--- src/rtl/multi_packet_scoreboard.sv ---
// Shadow scoreboard for an in-order DUT: tracks occupancy and up to NTRACK
// magic packets, comparing each one against data_out when it leaves the head.

module multi_packet_scoreboard_trk #(
    parameter int WIDTH  = 8,
    parameter int CNTWID = 4
) (
    input  logic              clk,
    input  logic              rst,
    input  logic              cap,
    input  logic              pop_eff,
    input  logic [WIDTH-1:0]  cap_data,
    input  logic [CNTWID-1:0] cap_pos,
    output logic              idle,
    output logic              done,
    output logic              exit,
    output logic [WIDTH-1:0]  pkt
);
    typedef enum logic [1:0] {IDLE, TRACKING, DONE} trk_state_t;

    trk_state_t        state;
    logic [CNTWID-1:0] pos;

    always_ff @(posedge clk) begin
        if (rst) begin
            state <= IDLE;
            pos   <= '0;
            pkt   <= '0;
        end else begin
            case (state)
                IDLE: if (cap) begin
                    state <= TRACKING;
                    pkt   <= cap_data;
                    pos   <= cap_pos;
                end
                TRACKING: if (pop_eff) begin
                    if (pos == CNTWID'(1)) state <= DONE;
                    else                   pos   <= pos - CNTWID'(1);
                end
                default: ;
            endcase
        end
    end

    // Only a tracker already in TRACKING can exit, so a same-cycle capture never does.
    assign exit = (state == TRACKING) && pop_eff && (pos == CNTWID'(1));
    assign idle = (state == IDLE);
    assign done = (state == DONE);
endmodule

module multi_packet_scoreboard #(
    parameter int DEPTH  = 8,
    parameter int WIDTH  = 8,
    parameter int NTRACK = 2,
    parameter int CNTWID = $clog2(DEPTH) + 1,
    parameter int IDXW   = (NTRACK > 1) ? $clog2(NTRACK) : 1
) (
    input  logic              clk,
    input  logic              rst,
    input  logic              push,
    input  logic              pop,
    input  logic              start,
    input  logic [WIDTH-1:0]  data_in,
    input  logic [WIDTH-1:0]  data_out,
    output logic              check_vld,
    output logic [IDXW-1:0]   check_idx,
    output logic [WIDTH-1:0]  exp_data,
    output logic [CNTWID-1:0] occ,
    output logic              empty,
    output logic              full,
    output logic              all_done,
    output logic              dropped,
    output logic              mismatch,
    output logic              prop_signal
);
    logic                               pop_eff, push_eff, cap_go, any_idle;
    logic [CNTWID-1:0]                  cap_pos;
    logic [NTRACK-1:0]                  idle_vec, done_vec, exit_vec, cap_sel;
    logic [NTRACK-1:0][WIDTH-1:0]       pkt_vec;

    assign pop_eff  = pop && (occ != '0);
    assign push_eff = push && ((occ != CNTWID'(DEPTH)) || pop_eff);
    assign cap_go   = start && push_eff;
    assign any_idle = |idle_vec;
    // 1-based position from the head after this cycle's pop has been applied.
    assign cap_pos  = occ - CNTWID'(pop_eff) + CNTWID'(1);

    always_comb begin
        logic found;
        cap_sel = '0;
        found   = 1'b0;
        for (int i = 0; i < NTRACK; i++) begin
            if (idle_vec[i] && !found) begin
                cap_sel[i] = 1'b1;
                found      = 1'b1;
            end
        end
    end

    for (genvar g = 0; g < NTRACK; g++) begin : g_trk
        multi_packet_scoreboard_trk #(.WIDTH(WIDTH), .CNTWID(CNTWID)) u_trk (
            .clk      (clk),
            .rst      (rst),
            .cap      (cap_go && cap_sel[g]),
            .pop_eff  (pop_eff),
            .cap_data (data_in),
            .cap_pos  (cap_pos),
            .idle     (idle_vec[g]),
            .done     (done_vec[g]),
            .exit     (exit_vec[g]),
            .pkt      (pkt_vec[g])
        );
    end

    // Tracked positions are distinct, so at most one exit bit is set.
    always_comb begin
        check_idx = '0;
        exp_data  = '0;
        for (int i = 0; i < NTRACK; i++) begin
            if (exit_vec[i]) begin
                check_idx = IDXW'(i);
                exp_data  = pkt_vec[i];
            end
        end
    end

    assign check_vld   = |exit_vec;
    assign prop_signal = !check_vld || (exp_data == data_out);
    assign empty       = (occ == '0);
    assign full        = (occ == CNTWID'(DEPTH));
    assign all_done    = &done_vec;

    always_ff @(posedge clk) begin
        if (rst) begin
            occ      <= '0;
            dropped  <= 1'b0;
            mismatch <= 1'b0;
        end else begin
            occ <= occ + CNTWID'(push_eff) - CNTWID'(pop_eff);
            if (cap_go && !any_idle)           dropped  <= 1'b1;
            if (check_vld && !prop_signal)     mismatch <= 1'b1;
        end
    end
endmodule

--- config.mk ---
export PLATFORM = sky130hd
export DESIGN_NAME = multi_packet_scoreboard
export DESIGN_NICKNAME = d
export VERILOG_FILES = /design/src/rtl/multi_packet_scoreboard.sv
export SDC_FILE = /design/constraint.sdc
export NUM_CORES = 1
export LEC_CHECK = 0
export CAP_MARGIN = 30
export CORE_MARGIN = 5
export CORE_UTILIZATION = 49
export CTS_BUF_LIST = sky130_fd_sc_hd__clkbuf_4 sky130_fd_sc_hd__clkbuf_8
export DETAILED_ROUTE_END_ITERATION = 8
export PLACE_DENSITY = 0.78
export SETUP_SLACK_MARGIN = 0.5
export SLEW_MARGIN = 10
export SYNTH_ARGS = -nofsm -noshare
export SYNTH_HDL_FRONTEND = slang
export SYNTH_SLANG_ARGS = --single-unit
--- constraint.sdc ---
create_clock -name clk -period 2.76 [get_ports clk]
set_input_delay 0.414 -clock clk [delete_from_list [all_inputs] [get_ports clk]]
set_output_delay 0.414 -clock clk [all_outputs]
set_load 0.01 [all_outputs]
==> out/results.txt, run 1 <==
DRC - 0
CTS tree - built
Worst-path clk slew - 0.07 ns
Total negative setup slack - -0.0288 ns
Cell with the most instances after synthesis - nor2_1
Area leader, netlist - dfxtp_1
WL final - 10300 µm
Total congestion overflow - 0
Outcome - finished with violations
H-tree depth - 2
Leak - 1.51 nW
Synth top area cells - dfxtp_1, mux2i_1, nor2_1, ha_1, a21oi_1
Crit Path Max Fanout - 3
Crit. End Element - primary output
Commonest cells in the synthesized netlist - nor2_1, dfxtp_1, mux2i_1
Max_cap viols - 0
Area share of the largest cell type after synthesis - 0.306
Crit-path slowest cell - clkdlybuf4s50_1
Nets - 413
Max_slew headroom - 0.443
CP cell instances - clkdlybuf4s50_1 > buf_4 > nor4_1 > nand2_1 > nand2_1 > and4b_1 > and4_1 > a31o_1 > buf_6
HP Class - reg -> reg
VDD IR max - 0.000469 V
CTS Buf Count - 5
Failing checks - negative setup slack
Number of synthesized flops with an enable pin - 0
Antenna violations before repair - 0
Via density - 6.44
Actual slew at the worst max-slew pin - 0.834 ns
CTS Root Cell - clkbuf_8
Rows - 24
Register area share after synthesis - 0.306
Peak Freq - 359 MHz
Synth unique cells - 57
Critical Path Source Type - primary input
Mapped Avg Cell Area - 8.35 µm²
PortBufs - 40
Post-synthesis cell area - 0.00222 mm²
Starting Density - 0.507
Worst skew pair latency - 0.30 ns
Buffers & Inverters on Critical Path - 3
Register bit total from synthesis - 34
IO Pins - 41
Fin cells - 432
Slowest stage delay, CP - 0.47 ns
Top cell by count, worst path - nand2_1
Gr usage total - 0.246
Critical path class - in -> out
Finish-stage setup viols - 1
Crit path DAT - 2.37 ns
Largest net degree at the start of global routing - 19
Clk buf depth - 2
CP required - 2.35 ns
Crit. Startpoint - data_out[0]
Pwr/cell area - 686 mW/mm²
Hold-fix buffers at CTS - 0
Yosys warns - 0
Width of the die - 77.3 µm
CORE AREA - 0.00438 mm²
Die height - 77.3 µm
First-pass GRT wire length - 11800 µm
Syn Inst Count - 266
Period minus WS final - 2.79 ns
DR vias - 2784
Drt first pass iters - 8
Clk sinks - 34
FF-to-FF Start - occ[3]$_SDFF_PP0_
Ant diodes - 0
Worst setup margin - -0.0288 ns
Full die area - 0.00598 mm²
Share of layout cells above drive strength 1 - 0.468
Ys async rst share - 0
Area Overhead vs Synth - 69.6%
Slew Viols, Final - 0
Post-route ant nets - 0
Synth Net Count - 300
Number of global-route vias before repair - 2467
Final Total Pwr - 2.59 mW
Dpl cells - 390
CP delay by family, top - simple AND/OR/NAND/NOR gates
Skew final - 0.0124 ns
Post-DR wirelength/cell - 23.7 µm
Final Hold Violating Endpoints - 0
Main synth FF type - dfxtp_1
RePlAce Congestion - 0.911
Initial drt markers - 371
HP Start - g_trk[0].u_trk.pkt[0]$_SDFFE_PP0P_
Detailed-placement wirelength estimate - 4720 µm
Crit share post-route - 1.01
RSZ-0062 raised after global routing - yes
## worst paths after layout
kind	end	slack (ns)	cells after the start
worst max-delay path	prop_signal	-0.03	9
worst min-delay path	g_trk[0].u_trk.pkt[0]$_SDFFE_PP0P_	0.53	2
worst max register to register	g_trk[0].u_trk.pos[3]$_SDFFE_PP0P_	0.09	16
worst min register to register	g_trk[0].u_trk.pkt[0]$_SDFFE_PP0P_	0.53	2
## cell type report
cell class	count	area (µm²)
clock buffers	7	90.1
multi-input cells	199	1790
clock inverters	1	5.00
inverters	20	87.6
flip-flops and latches	34	688
well taps	52	65.1
fillers	197	617
repair buffers	119	1050
## worst min-delay path, delay by kind of cell (launching register included)
| family | cells | cell delay [ns] |
|---|---|---|
| flops | 1 | 0.35 |
| mux | 1 | 0.07 |
| simple gates | 1 | 0.07 |
## placed cells by master, fill, tap and decap left out, drive strengths merged, types with 2 or more instances in the layout
| cell type | synthesis | routed |
|---|---|---|
| nand2 | 18 | 18 |
| a31oi | 4 | 4 |
| nand3b | 2 | 2 |
| clkbuf | 6 | 8 |
| mux2i | 20 | 20 |
| clkinv | 1 | 2 |
| clkdlybuf4s50 | 0 | 27 |
| a21o | 3 | 3 |
| inv | 19 | 19 |
| a2111oi | 3 | 3 |
| nand3 | 5 | 5 |
| o21ai | 13 | 13 |
| a211oi | 6 | 6 |
| xor2 | 2 | 2 |
| buf | 7 | 89 |
| nor2b | 7 | 7 |
| and2 | 2 | 2 |
| nor3 | 4 | 4 |
| a21oi | 17 | 17 |
| ha | 12 | 12 |
| nor2 | 48 | 48 |
| a311oi | 2 | 2 |
| nor4 | 2 | 2 |
| nand2b | 2 | 2 |
| dlymetal6s2s | 0 | 2 |
| xnor2 | 2 | 2 |
| dfxtp | 34 | 34 |
| o31ai | 2 | 2 |
| nor3b | 3 | 3 |
## report_power, final
group / internal (mW) / switching (mW) / leakage [nW]
Sequential: 0.560 / 0.0587 / 0.279
Clock: 0.211 / 0.198 / 0.0517
Combinational: 0.759 / 0.799 / 1.18
Total: 1.53 / 1.06 / 1.51
## what timing repair did
| action | 4_1_cts | 5_1_grt |
|---|---|---|
| hold endpoints to repair | 0 | 0 |
| gates cloned | 1 | 0 |
| endpoints found under the setup margin | 26 | 39 |
| pin swaps | 16 | 37 |
| gates resized for setup | 78 | 89 |
| setup buffers | 23 | 10 |
## cell families (layout without fill, tap and decap cells)
kind of cell,Yosys count,count (layout),share of synthesized area
fa+ha+maj,13,13,0.0766
xor+xnor,4,4,0.0158
buf+inv,33,147,0.0800
flops,34,34,0.306
compound gates,60,60,0.204
mux,20,20,0.0901
simple gates,102,102,0.227
## per-stage QoR
stage	hold slack, ns	area (µm²)	util	setup slack (ns)
after floorplan	0.452	2250	-	0.306
after global placement	0.469	2950	0.673	-0.270
after detailed placement	0.483	2950	0.673	-0.345
after CTS	0.500	3330	0.760	0.0697
after global routing	0.568	3770	0.859	-0.0525
final	0.532	3770	0.859	-0.0288
## registers in the layout, indices dropped and copies added (netlist names)
signal / flops
g_trk.u_trk.state: 4
g_trk.u_trk.pos: 8
mismatch: 1
occ: 4
g_trk.u_trk.pkt: 16
dropped: 1
## layer usage
metal / vias up / track usage / part of all wire
met5: - / 0 / 0
met4: 0 / 0.127 / 0.065
met3: 86 / 0.0597 / 0.089
met2: 230 / 0.422 / 0.49
met1: 1313 / 0.280 / 0.36
li1: 1155 / - / -
Note: power is estimated with default switching activity, not from simulation.
==> run 2: changes to the inputs <==
Settings changed: PLACE_DENSITY 0.78 to unset, PLACE_DENSITY_LB_ADDON set to 0.25.
==> out/results.txt, run 2 (synthesized netlist as in run 1, its figures left out) <==
Skew final - 0.0156 ns
Width of the die - 77.3 µm
Max_slew headroom - 0.664
CTS Root Cell - clkbuf_8
Number of global-route vias before repair - 2412
Area Overhead vs Synth - 79.2%
Final Hold Violating Endpoints - 0
Area occupied by multi-input gates - 0.00186 mm²
Clk buf depth - 2
Clk sinks - 34
Post-DR wirelength/cell - 26.5 µm
Clock share of power - 0.200
Critical path class - reg -> out
Largest net degree at the start of global routing - 36
Period minus WS final - 3.06 ns
DRC - 0
RSZ-0062 raised after global routing - yes
Max_cap viols - 0
Finish-stage setup viols - 1
Actual slew at the worst max-slew pin - 0.502 ns
Gr usage total - 0.249
Hold-fix buffers at CTS - 0
Comb power frac - 0.595
Crit Path Max Fanout - 5
Seq pwr share - 0.204
IO Pins - 41
Post-route ant nets - 0
Rows - 24
Crit-path slowest cell - a32oi_1
Filler instances - 158
H-tree depth - 2
CP cell instances - inv_2 > ha_4 > nand4bb_4 > buf_6 > nor2_2 > buf_4 > nand2_1 > a32oi_1 > and4_4 > a31o_1 > buf_2
R2R depth - 16
Dpl ws - -0.282 ns
CTS tree - built
Share of layout cells above drive strength 1 - 0.499
Failing checks - negative setup slack
Number of flip-flops in the largest register - 16
DR vias - 2933
PortBufs - 40
Worst setup margin - -0.296 ns
Slew Viols, Final - 0
Commonest non-fill, non-tap cells in the layout - buf_4, nor2_1, buf_6, clkdlybuf4s50_1, dfxtp_1
CTS Buf Count - 5
WL final - 11500 µm
Slowest stage delay, CP - 0.39 ns
Worst-path clk slew - 0.09 ns
Starting Density - 0.507
Antenna violations before repair - 0
RePlAce Congestion - 0.902
Worst skew pair latency - 0.31 ns
Outcome - finished with violations
Largest Register - g_trk.u_trk.pkt
Sw frac - 0.392
Hold path endpoint - g_trk[0].u_trk.pkt[5]$_SDFFE_PP0P_
R2R setup slack - 0.09 ns
Initial drt markers - 426
Hold path depth - 2
Crit share post-route - 1.11
Most common cell after layout, fill and taps aside - buf_4
Leak - 1.60 nW
Crit. End Element - primary output
Int Pwr - 1.87 mW
FF-to-FF Start - occ[3]$_SDFF_PP0_
Peak Freq - 327 MHz
Crit path DAT - 2.64 ns
Full die area - 0.00598 mm²
First-pass GRT wire length - 12000 µm
CORE AREA - 0.00438 mm²
Fin Hold WS - 0.539 ns
Pwr/cell area - 772 mW/mm²
HP Start - g_trk[0].u_trk.pkt[5]$_SDFFE_PP0P_
HP Class - reg -> reg
Detailed-placement wirelength estimate - 4450 µm
Via density - 6.74
Reg-to-reg critical path endpoint - g_trk[1].u_trk.pos[3]$_SDFFE_PP0P_
Drt first pass iters - 6
Critical Path Source Type - register
Nets - 416
CP required - 2.35 ns
Biggest regs - g_trk.u_trk.pkt: 16 flops, g_trk.u_trk.pos: 8 flops
Die height - 77.3 µm
VDD IR max - 0.000658 V
Sequential cell area - 688 µm²
Total congestion overflow - 0
Psw - 1.21 mW
Ant diodes - 0
[run 2: cell count changes in the layout (fill, tap and decap cells not counted), sizes merged]
cell | previous run | this run
dlymetal6s2s | 2 | 0
clkdlybuf4s50 | 27 | 29
clkbuf | 8 | 6
buf | 89 | 92
bufinv | 0 | 2
[run 2: worst max-delay path, delay by kind of cell (launching register included)]
family / cells / cell delay (ns)
AO/OA/AOI/OAI: 2 / 0.56
adder cells (fa/ha/maj): 1 / 0.14
buffers and inverters: 4 / 0.53
flip-flops: 1 / 0.34
AND/OR/NAND/NOR: 4 / 0.76
[run 2: metal layers]
| metal | global-route usage | share of wire |
|---|---|---|
| met5 | 0 | 0 |
| met4 | 0.110 | 0.076 |
| met3 | 0.0632 | 0.12 |
| met2 | 0.419 | 0.46 |
| met1 | 0.298 | 0.34 |
[run 2: worst max path at each step]
stage	from	end	slack [ns]	depth (start not counted)
6_report	g_trk[1].u_trk.pos[1]$_SDFFE_PP0P_	prop_signal	-0.30	11
3_5_place_dp	data_out[2]	prop_signal	-0.28	8
4_1_cts	occ[3]$_SDFF_PP0_	prop_signal	0.06	10
5_1_grt	g_trk[1].u_trk.pos[1]$_SDFFE_PP0P_	prop_signal	-0.35	11
3_3_place_gp	data_out[2]	prop_signal	-0.26	8
2_1_floorplan	occ[2]$_SDFF_PP0_	g_trk[0].u_trk.pos[3]$_SDFFE_PP0P_	0.31	17
[run 2: power by group through the flow]
stage / logic (mW) / clock network, mW / registers, mW
final: 1.83 / 0.615 / 0.628
after global routing: 1.91 / 0.629 / 0.631
after CTS: 1.31 / 0.590 / 0.601
after detailed placement: 0.996 / 0 / 0.608
after global placement: 0.968 / 0 / 0.604
after floorplan: 0.633 / 0 / 0.638
[run 2: metrics by stage]
step           setup TNS (ns)  utilization  power, mW  cells  instance area, µm²
6_report               -0.296        0.908       3.07    435                3980
4_1_cts                     0        0.783       2.50    420                3430
3_3_place_gp           -0.263        0.673       1.57    390                2950
3_5_place_dp           -0.282        0.673       1.60    390                2950
5_1_grt                -0.352        0.908       3.17    435                3980
2_1_floorplan               0            -       1.27    266                2250
[run 2: cell type report]
type | instances | share of cell area
Tap cell | 52 | 0.0164
Inverter | 20 | 0.0226
Clock buffer | 6 | 0.0208
Clock inverter | 2 | 0.0151
Timing Repair Buffer | 121 | 0.282
Timing Repair inverter | 1 | 0.00220
Multi-Input combinational cell | 199 | 0.468
Sequential cell | 34 | 0.173
[run 2: what timing repair did]
action / CTS / global route
setup buffers: 20 / 15
resized for setup: 94 / 104
gates cloned: 2 / 0
setup endpoints to repair: 23 / 38
pin swaps: 21 / 35
==> run 3: changes to the inputs <==
==> constraint.sdc (replaced) <==
create_clock -name clk -period 2.76 [get_ports clk]
set_input_delay 0.414 -clock clk [delete_from_list [all_inputs] [get_ports clk]]
set_output_delay 0.414 -clock clk [all_outputs]
set_load 0.005 [all_outputs]
==> out/results.txt, run 3 (synthesized netlist as in run 1, its figures left out) <==
RSZ-0062 raised after global routing - yes
Skew final - 0.00731 ns
Area occupied by multi-input gates - 0.00183 mm²
CTS tree - built
Full die area - 0.00598 mm²
CP required - 2.35 ns
Worst skew pair latency - 0.29 ns
VDD IR max - 0.000507 V
Post-route ant nets - 0
Clk buf depth - 2
Number of flip-flops in the largest register - 16
DRC - 0
Max_slew headroom - 0.663
Via density - 6.14
Total negative setup slack - -0.181 ns
R2R depth - 13
Detailed-placement wirelength estimate - 4400 µm
Finish-stage setup viols - 1
Largest net degree at the start of global routing - 36
Rows - 24
Final Total Pwr - 2.70 mW
Area Overhead vs Synth - 74.0%
Biggest regs - g_trk.u_trk.pkt: 16 flops, g_trk.u_trk.pos: 8 flops
Hold path depth - 2
Antenna violations before repair - 0
Dpl ws - -0.239 ns
CTS Root Cell - clkbuf_8
Crit-path slowest cell - nor3b_1
Crit Path Max Fanout - 5
Share of layout cells above drive strength 1 - 0.501
Period minus WS final - 2.94 ns
IO Pins - 41
Outcome - finished with violations
PortBufs - 40
Most common cell after layout, fill and taps aside - buf_4
CP delay by family, top - simple AND/OR/NAND/NOR gates
Die height - 77.3 µm
Crit path DAT - 2.53 ns
Starting Density - 0.507
CTS Buf Count - 5
Crit. End Element - primary output
Met1 Use GR - 0.300
Post-DR wirelength/cell - 22.3 µm
Critical path class - reg -> out
Drt first pass iters - 5
Total congestion overflow - 0
Clk sinks - 34
Width of the die - 77.3 µm
Peak Freq - 340 MHz
Final core area utilization - 0.882
WL final - 9790 µm
Max_cap viols - 0
Gr usage total - 0.245
Critical Path Source Type - register
Commonest non-fill, non-tap cells in the layout - buf_4, nor2_1, dfxtp_1, clkdlybuf4s50_1, buf_6
Largest Register - g_trk.u_trk.pkt
Number of global-route vias before repair - 2486
DR vias - 2697
Failing checks - negative setup slack
Slowest stage delay, CP - 0.40 ns
RePlAce Congestion - 0.871
Sequential cell area - 688 µm²
Met3 GRT Util - 0.0562
WP depth - 11
Pwr/cell area - 699 mW/mm²
GR Util met2 - 0.416
Ant diodes - 0
Nets - 420
CP cell instances - inv_2 > ha_4 > nand4bb_4 > buf_6 > buf_4 > nor3b_1 > a31oi_2 > mux2i_1 > and4_4 > a31o_1 > buf_2
First-pass GRT wire length - 11900 µm
Busiest metal layer after global routing - met2
Leak - 1.53 nW
Buffers & Inverters on Critical Path - 4
H-tree depth - 2
HP Class - reg -> reg
CORE AREA - 0.00438 mm²
Filler instances - 191
Dpl cells - 392
Fin cells - 439
Crit share post-route - 1.07
Final Hold Violating Endpoints - 0
Slew Viols, Final - 0
Worst setup margin - -0.181 ns
Actual slew at the worst max-slew pin - 0.503 ns
Worst-path clk slew - 0.08 ns
Initial drt markers - 287
-- run 3: routing by layer --
metal | share of wire | wire (µm)
met1 | 0.38 | 3680
met2 | 0.48 | 4740
met3 | 0.079 | 778
met4 | 0.060 | 590
met5 | 0 | 0
-- run 3: path summary, 6_finish.rpt --
kind / from / end / slack [ns]
worst max-delay path: g_trk[1].u_trk.pos[1]$_SDFFE_PP0P_ / prop_signal / -0.18
worst min-delay path: g_trk[1].u_trk.pos[3]$_SDFFE_PP0P_ / g_trk[1].u_trk.pos[3]$_SDFFE_PP0P_ / 0.50
worst max register to register: occ[2]$_SDFF_PP0_ / g_trk[0].u_trk.pkt[7]$_SDFFE_PP0P_ / 0.12
worst min register to register: g_trk[1].u_trk.pos[3]$_SDFFE_PP0P_ / g_trk[1].u_trk.pos[3]$_SDFFE_PP0P_ / 0.50
-- run 3: per-stage QoR --
stage	hold slack (ns)	area, µm²
finish	0.503	3860
global route	0.515	3860
CTS	0.498	3410
detailed placement	0.479	2970
global placement	0.468	2970
floorplan	0.452	2250
-- run 3: repair_timing --
| action | 4_1_cts | 5_1_grt |
|---|---|---|
| gates cloned | 3 | 0 |
| pin swaps | 21 | 33 |
| setup buffers | 19 | 17 |
| hold buffers | 0 | 0 |
| setup endpoints to repair | 27 | 40 |
| resized for setup | 93 | 82 |
| hold endpoints to repair | 0 | 0 |
-- run 3: power breakdown --
group          internal (mW)  total (mW)  switching, mW
sequential             0.560       0.614         0.0540
clock                  0.211       0.408          0.196
combinational          0.856        1.68          0.825
-- run 3: worst register-to-register path, delay by kind of cell, from the launching register on --
| kind | cells | cell delay (ns) |
|---|---|---|
| AOI/OAI and AO/OA | 1 | 0.49 |
| buffers and inverters | 7 | 0.82 |
| adders and majority gates | 1 | 0.14 |
| muxes | 1 | 0.21 |
| DFF | 1 | 0.35 |
| and+or+nand+nor | 3 | 0.51 |
-- run 3: area by class of cell --
class / instances / share of cell area
multi-input combinational: 200 / 0.473
timing repair buffer: 124 / 0.282
sequential: 34 / 0.178
clock buffer: 7 / 0.0233
inverter: 20 / 0.0233
tap: 52 / 0.0168
timing repair inverter: 1 / 0.00291
clock inverter: 1 / 0.00129
